File: src/rtl/gprf_wb_unit_pkg.sv
// ----------------------------------------------------------------------------
// gprf_wb_unit_pkg
// Shared constants and types for the GPRF writeback unit.
//   XLEN        : result / write-port data width
//   REG_ADDR_W  : register index width
//   NREGS       : number of architectural registers (busy vector width)
//   wb_entry_t  : one pending register write {rd, data}
// ----------------------------------------------------------------------------
package gprf_wb_unit_pkg;

   localparam int XLEN           = 32;
   localparam int REG_ADDR_W     = 5;
   localparam int NREGS          = 32;
   localparam int LQ_DEPTH_DEF   = 4;
   localparam int STARVE_MAX_DEF = 2;

   typedef struct packed {
      logic [REG_ADDR_W-1:0] rd;
      logic [XLEN-1:0]       data;
   } wb_entry_t;

   localparam int WB_ENTRY_W = $bits(wb_entry_t);

endpackage

File: src/rtl/gprf_wb_lq.sv
// ----------------------------------------------------------------------------
// gprf_wb_lq
// Synchronous FIFO that buffers load returns until they win the write port.
//   clk, rst_n : clock, synchronous active-low reset (empties the queue)
//   push       : write push_data at the tail (caller never pushes when full)
//   pop        : drop the head entry (caller never pops when empty)
//   head       : current head entry
//   full/empty : occupancy flags
//   count      : number of valid entries, 0..DEPTH
// DEPTH must be a power of two so the pointers wrap by plain overflow.
// A pushed entry is only visible at head from the following cycle.
// ----------------------------------------------------------------------------
module gprf_wb_lq #(
   parameter int W     = 37,
   parameter int DEPTH = 4
) (
   input  logic                     clk,
   input  logic                     rst_n,
   input  logic                     push,
   input  logic [W-1:0]             push_data,
   input  logic                     pop,
   output logic [W-1:0]             head,
   output logic                     full,
   output logic                     empty,
   output logic [$clog2(DEPTH):0]   count
);

   localparam int AW = $clog2(DEPTH);
   localparam int CW = AW + 1;

   logic [W-1:0]  mem [DEPTH];
   logic [AW-1:0] wr_ptr;
   logic [AW-1:0] rd_ptr;
   logic [CW-1:0] cnt;

   always_ff @(posedge clk) begin
      if (!rst_n) begin
         wr_ptr <= '0;
         rd_ptr <= '0;
         cnt    <= '0;
      end else begin
         if (push) wr_ptr <= wr_ptr + 1'b1;
         if (pop)  rd_ptr <= rd_ptr + 1'b1;
         case ({push, pop})
            2'b10:   cnt <= cnt + 1'b1;
            2'b01:   cnt <= cnt - 1'b1;
            default: cnt <= cnt;
         endcase
      end
   end

   // Storage needs no reset: entries are only read while cnt says they are valid.
   always_ff @(posedge clk) begin
      if (push) mem[wr_ptr] <= push_data;
   end

   assign head  = mem[rd_ptr];
   assign full  = (cnt == CW'(DEPTH));
   assign empty = (cnt == '0);
   assign count = cnt;

endmodule

File: src/rtl/gprf_wb_unit.sv
// ----------------------------------------------------------------------------
// gprf_wb_unit
// Writeback driver for the general-purpose register file write port.
//   clk, rst_n              : clock, synchronous active-low reset
//   alu_valid/ready/rd/data : ALU result offer; ready is the same-cycle grant
//   lsu_valid/ready/rd/data : load return offer; ready = load queue has space
//   iss_valid, iss_rd       : issued instruction with a destination register
//   we, outputReg, data     : registered register-file write (sampled on negedge)
//   busy                    : bit r set while a write to register r is pending
//
// Handshake: a transfer on either input channel happens in a cycle where
// valid and ready are both high at the rising edge; ready never depends on
// anything later in the cycle and valid may be withdrawn only after a transfer.
//
// Arbitration per cycle: a starved ALU (waited STARVE_MAX cycles) wins first,
// otherwise the load queue head, otherwise the ALU.
// ----------------------------------------------------------------------------
module gprf_wb_unit
   import gprf_wb_unit_pkg::*;
#(
   parameter int LQ_DEPTH   = LQ_DEPTH_DEF,
   parameter int STARVE_MAX = STARVE_MAX_DEF
) (
   input  logic                  clk,
   input  logic                  rst_n,
   input  logic                  alu_valid,
   output logic                  alu_ready,
   input  logic [REG_ADDR_W-1:0] alu_rd,
   input  logic [XLEN-1:0]       alu_data,
   input  logic                  lsu_valid,
   output logic                  lsu_ready,
   input  logic [REG_ADDR_W-1:0] lsu_rd,
   input  logic [XLEN-1:0]       lsu_data,
   input  logic                  iss_valid,
   input  logic [REG_ADDR_W-1:0] iss_rd,
   output logic                  we,
   output logic [REG_ADDR_W-1:0] outputReg,
   output logic [XLEN-1:0]       data,
   output logic [NREGS-1:0]      busy
);

   localparam int SW = $clog2(STARVE_MAX + 1);
   localparam int CW = $clog2(LQ_DEPTH) + 1;

   logic [SW-1:0]    starve_cnt;
   logic             starved;
   wb_entry_t        lq_in;
   wb_entry_t        lq_head;
   wb_entry_t        win;
   logic             lq_full;
   logic             lq_empty;
   logic [CW-1:0]    lq_count;
   logic             lq_push;
   logic             grant_alu;
   logic             grant_lq;
   logic             grant;
   logic [NREGS-1:0] busy_next;

   assign starved   = (starve_cnt == SW'(STARVE_MAX));
   // A same-cycle pop does not open a slot for a same-cycle push.
   assign lsu_ready = rst_n && (lq_count != CW'(LQ_DEPTH));
   assign lq_push   = lsu_valid && lsu_ready;
   assign lq_in     = '{rd: lsu_rd, data: lsu_data};

   gprf_wb_lq #(
      .W     (WB_ENTRY_W),
      .DEPTH (LQ_DEPTH)
   ) u_lq (
      .clk       (clk),
      .rst_n     (rst_n),
      .push      (lq_push),
      .push_data (lq_in),
      .pop       (grant_lq),
      .head      (lq_head),
      .full      (lq_full),
      .empty     (lq_empty),
      .count     (lq_count)
   );

   always_comb begin
      grant_alu = 1'b0;
      grant_lq  = 1'b0;
      win       = '0;
      // Nothing is granted while reset is held.
      if (rst_n) begin
         if (starved && alu_valid) grant_alu = 1'b1;
         else if (!lq_empty)       grant_lq  = 1'b1;
         else if (alu_valid)       grant_alu = 1'b1;
      end
      if (grant_alu)     win = '{rd: alu_rd, data: alu_data};
      else if (grant_lq) win = lq_head;
   end

   assign grant     = grant_alu || grant_lq;
   assign alu_ready = grant_alu;

   // Clear for the retiring write first so a same-cycle issue to the same
   // register leaves the bit set for the new writer.
   always_comb begin
      busy_next = busy;
      if (grant && (win.rd != '0)) busy_next[win.rd] = 1'b0;
      if (iss_valid && (iss_rd != '0)) busy_next[iss_rd] = 1'b1;
      busy_next[0] = 1'b0;
   end

   always_ff @(posedge clk) begin
      if (!rst_n) begin
         starve_cnt <= '0;
         we         <= 1'b0;
         outputReg  <= '0;
         data       <= '0;
         busy       <= '0;
      end else begin
         if (!alu_valid || grant_alu) starve_cnt <= '0;
         else if (!starved)           starve_cnt <= starve_cnt + 1'b1;

         if (grant) begin
            we        <= (win.rd != '0);
            outputReg <= win.rd;
            data      <= win.data;
         end else begin
            we <= 1'b0;
         end

         busy <= busy_next;
      end
   end

   a_full_matches_count: assert property (@(posedge clk)
      lq_full == (lq_count == CW'(LQ_DEPTH)));

endmodule

File: config.mk
export PLATFORM = sky130hd
export DESIGN_NAME = gprf_wb_unit
export DESIGN_NICKNAME = d
export VERILOG_FILES = /design/src/rtl/gprf_wb_unit_pkg.sv /design/src/rtl/gprf_wb_lq.sv /design/src/rtl/gprf_wb_unit.sv
export SDC_FILE = /design/constraint.sdc
export NUM_CORES = 1
export LEC_CHECK = 0
export ABC_CLOCK_PERIOD_IN_PS = 2720
export CELL_PAD_IN_SITES_DETAIL_PLACEMENT = 1
export CELL_PAD_IN_SITES_GLOBAL_PLACEMENT = 1
export CORE_MARGIN = 2
export CORE_UTILIZATION = 39
export CTS_CLUSTER_DIAMETER = 120
export DETAILED_ROUTE_END_ITERATION = 8
export GPL_ROUTABILITY_DRIVEN = 0
export GPL_TIMING_DRIVEN = 0
export PLACE_DENSITY = 0.74
export SYNTH_ARGS = -nofsm -noshare
export SYNTH_HDL_FRONTEND = slang
export SYNTH_SLANG_ARGS = --single-unit
File: constraint.sdc
create_clock -name clk -period 2.72 [get_ports clk]
set_clock_uncertainty 0.2 [all_clocks]
set_input_delay 0.408 -clock clk [delete_from_list [all_inputs] [get_ports clk]]
set_output_delay 0.408 -clock clk [all_outputs]
set_load 0.02 [all_outputs]
# After elaboration in Yosys (flattened, before gate mapping)
# Memory sizes are Yosys's and may differ from the RTL's. A register that Yosys moved wholly into a read port is not among the register bits.
# Cells that the tools add are included.
[totals]
inputBits = 84
mem_bits_rw = 148
regBits = 79
romBits = 0
latch_bits = 0
elab_cells = 63
mem_count = 1
[op_classes]
reduce_logical = 16
shifts = 0
add_sub_neg = 5
eq_ne = 4
n_lt_le_gt_ge = 4
div = 0
bitwise = 4
n_mux = 20
n_mul = 0
[memory_table]
columns = ["memory", "words", "width", "read_ports", "rd_clocked_by_memory_dff", "write_ports", "line", "text"]
rows = [
  ["u_lq.mem", 4, 37, 1, 1, 1, "gprf_wb_lq.sv:31", "logic [W-1:0] mem [DEPTH];"],
]
[ops]
columns = ["operator", "count"]
rows = [
  ["$mux 37", 2],
  ["$mux 32", 2],
  ["$and 32x32->32", 1],
  ["$not 32->32", 1],
  ["$or 32x32->32", 1],
  ["$lt 5x6->1 const B", 2],
  ["$mux 1", 11],
  ["$demux 1 s5", 2],
  ["$ge 5x1->1 const B", 2],
  ["$reduce_bool 5->1", 2],
  ["$logic_and 1x1->1", 7],
  ["$add 2x1->2 const B", 3],
  ["$pmux 3 s2", 1],
  ["$eq 2x2->1 const B", 2],
  ["$mux 2", 2],
  ["$add 3x1->3 const B", 1],
  ["$logic_not 3->1", 1],
  ["$ne 3x3->1 const B", 1],
  ["$sub 3x1->3 const B", 1],
  ["$eq 2x1->1 const B", 1],
  ["$logic_or 1x1->1", 2],
  ["$reduce_and 2->1", 1],
  ["$reduce_bool 2->1", 1],
  ["$reduce_or 2->1", 1],
  ["other kinds (2)", 2],
]

# Depth between registers and ports, before layout
[logic_depth]
depth_word = 15
mapped_depth = 13
depth_no_buf = 11

# By module
# Synthesis repeated with hierarchy kept, for this count alone.
[unflattened]
cells_unflattened = 536
area_unflattened_um2 = 8822.2
[modules_own_cells]
columns = ["mod", "n_inst", "area_each_um2", "cells_per_inst"]
rows = [
  ["gprf_wb_lq", 1, 5845.6, 239],
  ["gprf_wb_unit", 1, 2976.6, 297],
]

# Least setup slack after synthesis
# OpenSTA, ideal clock, no wires.
[synth_timing]
path_type = "input port to flip-flop"
from = "in rst_n"
to = "mem u_lq.mem[0][0], enable pin"
slack_ns = -0.241
arrival_time_ns = 2.363
path_stages = 4
setup_time_ns = 0.398
n_path_buf = 1
path_cell_list = "clkbuf_1 -> inv_2 -> a31oi_1 -> and3_1"
[synth_via]
elab_chain_len = 4
[synth_lines]
columns = ["item", "line", "text"]
rows = [
  ["start: declaration", "gprf_wb_unit.sv:25", "input logic rst_n,"],
  ["$logic_and 1x1->1", "gprf_wb_unit.sv:61", "assign lsu_ready = rst_n && (lq_count != CW'(LQ_DEPTH));"],
  ["net lsu_ready", "gprf_wb_unit.sv:31", "output logic lsu_ready,"],
  ["$logic_and 1x1->1", "gprf_wb_unit.sv:62", "assign lq_push = lsu_valid && lsu_ready;"],
  ["$mux 1", "gprf_wb_lq.sv:54", "if (push) mem[wr_ptr] <= push_data;"],
  ["$mux 1 (implied by the code)", "gprf_wb_lq.sv:54", ""],
  ["end: declaration", "gprf_wb_lq.sv:31", ""],
]
# The timed path passes the listed nets, and every way through them passes these cells.

# Worst setup path after layout
[layout_timing]
from = "reg starve_cnt[0]"
to = "out alu_ready"
[layout_via]
elab_chain_len = 4
[layout_lines]
columns = ["item", "line", "text"]
rows = [
  ["start: declaration", "gprf_wb_unit.sv:45", "logic [SW-1:0] starve_cnt;"],
  ["start signal: assignment", "gprf_wb_unit.sv:115", "else if (!starved) starve_cnt <= starve_cnt + 1'b1;"],
  ["$eq 2x2->1", "gprf_wb_unit.sv:59", "assign starved = (starve_cnt == SW'(STARVE_MAX));"],
  ["$logic_and 1x1->1", "gprf_wb_unit.sv:86", "if (starved && alu_valid) grant_alu = 1'b1;"],
  ["$mux 1", "gprf_wb_unit.sv:86", ""],
  ["$mux 1", "gprf_wb_unit.sv:85", "if (rst_n) begin"],
  ["end: declaration", "gprf_wb_unit.sv:27", "output logic alu_ready,"],
]
# Every way passes these cells.

==> run metrics <==
outcome finished, final reports clean; crit-path cells inv_1 > ha_2 > o21ai_2 > inv_1 > dlygate4sd2_1; final worst path period share 95.0%; Flop pwr share between 30% and 40%; grt total ovfl 0; routed vias 6109; Die ar. 24600 sq um; Clk pwr share a little under a third; worst vdd ir 0.000582 V; max frequency between 300 and 400 MHz; CTS Hold Buffers Added 0; Compound-Gate Fraction of Synth Area roughly a tenth; first-pass GRT wire length roughly 38000 um; max_cap viols 0; Critical Path Max Stage Delay ~0.36 ns; register area share after synthesis 66.4%; Final min period 2.58 ns; final setup fails 0; Final Hold Viols 0; Post-Synth Adder-Cell Area around 1.0%; EDFF count, synth around 150; syn_nets around 710; Total Power 11.3 mW; filler cell count approximately 2200; multi-input gate area in the final layout between 2000 and 3000 sq um; Mapped Area ~9100 sq um; Setup TNS 0 ns; worst reg2reg endpoint u_lq.count[2]$_SDFFE_PN0P_; critical path class reg2out; Post-Syn Instances between 600 and 700; post-synthesis mux area share 12.9%; PwrDens about 950 nW/um^2; Critical Path Most Common Cell inv_1; most frequent cells in the layout clkdlybuf4s50_1 (151), edfxtp_1 (148), dfxtp_1 (77); CTS buffer count 24; Leak a little over 4 nW; worst hold path depth 3; number of I/O pins roughly 160; CP endpoint kind output pin; Pre-antenna DRT Iters 4; post-route ant nets 0; placed inst area roughly 11000 sq um; initial antenna violation count 1; prevailing post-synth register cell edfxtp_1; P_sw approximately 3.6 mW; Int Pwr between 7 and 8 mW; Netlist cell types between 50 and 60; largest net degree at the start of global routing 38; Reg2Reg Setup Slack around 0.15 ns; chip height around 160 um; sw frac about a third; Starting Density 40.0%; CTS clk-pin slew, worst paths ~0.070 ns; Post-CTS Setup Bufs 0; CP startpoint kind flop; Nets between 800 and 900; HP Class in2reg; area grow syn2layout 31.5%; RSZ-0062 raised after global routing no; Yosys reg bits 228; Worst-Margin Slew about 1.1 ns; antenna cells 0; synth warn 0; clock root buffer clkbuf_16; gr usage total 20.4%; core area approximately 23000 sq um; Worst path slowest cell dlygate4sd2_1; post-DP HPWL 16900 um; largest family of logic cells by synthesized area multiplexers; Worst R2R Path Depth 12; Seq. cell area 6050 sq um; clock sink count 228; Max Buffers Root-to-Sink 3; Setup WS post-layout approximately 0.14 ns; HP Start iss_rd[2]; Setup WS pre-CTS -0.718 ns; max-slew violations 0; clk_lat worst skew roughly 0.52 ns; worst hold endpoint busy[4]$_SDFF_PN0_; final core occ 52.6%; cell row count 55; chip width about 160 um; Gate power share 29.4%; CTS tree built; fin area ~12000 sq um; Worst EP required approximately 2.1 ns; Port Buffers around 150; Avg Vias per Cell 5.44; DR iter-0 viols 429; xor/xnor cell area share of the yosys netlist less than 1%; average wire per standard cell around 22 um; DRC errors left 0; H-tree depth 1; worst endpoint data arrival time 1.98 ns; Simple-Gate Fraction of Synth Area around 6.6%; FFs w/ async S/R, synth 0%; layout cell share with drive strength beyond 1 approximately 15%; commonest non-fill, non-tap cell in the layout clkdlybuf4s50_1; vias in the first global route roughly 6700; syn_area_per_cell around 15 sq um; Slew headroom a little under a quarter; worst-path fanout max 8; Detailed Route WL ~25000 um; beginning of the worst register-to-register path starve_cnt[0]$_SDFFE_PP0P_
==> Yosys cell counts, types with 2 or more instances <==
cell type / count / share of area [%]
and4_4: 4 / 0.49
buf_2: 10 / 0.55
buf_4: 2 / 0.16
buf_1: 3 / 0.12
and3b_1: 2 / 0.19
or3_1: 2 / 0.14
nand4_1: 3 / 0.21
mux4_2: 37 / 9.1
dfxtp_1: 80 / 18
buf_6: 2 / 0.25
edfxtp_1: 148 / 49
o21ai_0: 11 / 0.60
nand3_1: 5 / 0.27
a21o_1: 2 / 0.16
a211oi_2: 2 / 0.27
and3_1: 7 / 0.48
xor2_1: 4 / 0.38
inv_1: 11 / 0.45
mux2i_1: 34 / 3.7
nor4_1: 3 / 0.21
a21oi_1: 32 / 1.8
nand2_1: 43 / 1.8
nor3_1: 2 / 0.11
nor2_1: 51 / 2.1
a31oi_1: 2 / 0.14
ha_1: 6 / 0.82
and2_1: 2 / 0.14
o211ai_1: 7 / 0.58
o2111ai_1: 4 / 0.38
a211oi_1: 38 / 3.1
clkbuf_1: 19 / 0.78
o21ai_1: 6 / 0.33
o31ai_1: 6 / 0.49
nor3b_1: 3 / 0.25
o221ai_2: 3 / 0.49
==> flip-flops by register name (all words and copies together), names as in the netlist, named ones only <==
register,flops
outputReg,5
we,1
u_lq.mem,148
u_lq.rd_ptr,2
busy,31
data,32
u_lq.count,3
starve_cnt,2
u_lq.wr_ptr,2
==> metrics by stage <==
step                      cells  hold WS (ns)
after detailed placement   1081         0.215
after CTS                  1124         0.122
after floorplan             615         0.201
after global routing       1124         0.160
after global placement     1081         0.210
final                      1124         0.139
==> timing repair <==
item / in CTS / in global routing
setup endpoints to repair: 156 / 150
endpoints found under the hold margin: 0 / 0
resized for setup: 9 / 10
==> critical path, delay by kind of cell, from the launching register on <==
kind | cells | cell delay, ns
AO/OA/AOI/OAI | 1 | 0.27
flip-flops | 1 | 0.33
buffers and inverters | 3 | 0.61
adder cells (fa/ha/maj) | 1 | 0.24
==> worst max-delay path by stage <==
stage	from	to	slack, ns	cells past startpoint
after CTS	u_lq.count[0]$_SDFFE_PN0P_	u_lq.count[2]$_SDFFE_PN0P_	0.004	11
after detailed placement	rst_n	u_lq.count[2]$_SDFFE_PN0P_	-0.72	12
final	starve_cnt[0]$_SDFFE_PP0P_	alu_ready	0.14	5
after global routing	starve_cnt[0]$_SDFFE_PP0P_	u_lq.count[2]$_SDFFE_PN0P_	0.02	12
after global placement	rst_n	u_lq.mem[2][12]$_DFFE_PP_	-0.67	5
after floorplan	rst_n	u_lq.count[2]$_SDFFE_PN0P_	0.08	11
==> per-layer routing <==
metal / GRT usage (%) / routed length, um / vias to the layer above
met4: 5.77 / 490 / 2
met5: 0 / 16 / -
li1: - / - / 2742
met1: 26.0 / 10300 / 3095
met2: 35.2 / 12200 / 231
met3: 4.15 / 1650 / 39
==> cell families after synthesis <==
kind of cell | after synthesis
other | 1
AOI/OAI and AO/OA | 124
and+or+nand+nor | 130
muxes | 71
adders and majority gates | 7
xor gates and xnor gates | 5
buffers and inverters | 49
DFF | 228
==> power by group through the flow <==
stage	clock (mW)	combinational, mW	sequential, mW
floorplan	0	1.62	4.71
global placement	0	3.22	4.39
detailed placement	0	3.31	4.43
CTS	3.66	3.34	4.38
global route	3.80	3.57	4.43
finish	3.61	3.33	4.38
==> layout make-up <==
cell class / instances / area share, %
inverters: 12 / 0.418
flip-flops and latches: 228 / 50.5
repair buffers: 153 / 12.8
clock inverters: 18 / 2.32
well taps: 313 / 3.27
plain buffers: 36 / 1.52
clock buffers: 26 / 5.08
multi-input cells: 338 / 24.1
Power figures use the tool's default switching activity.
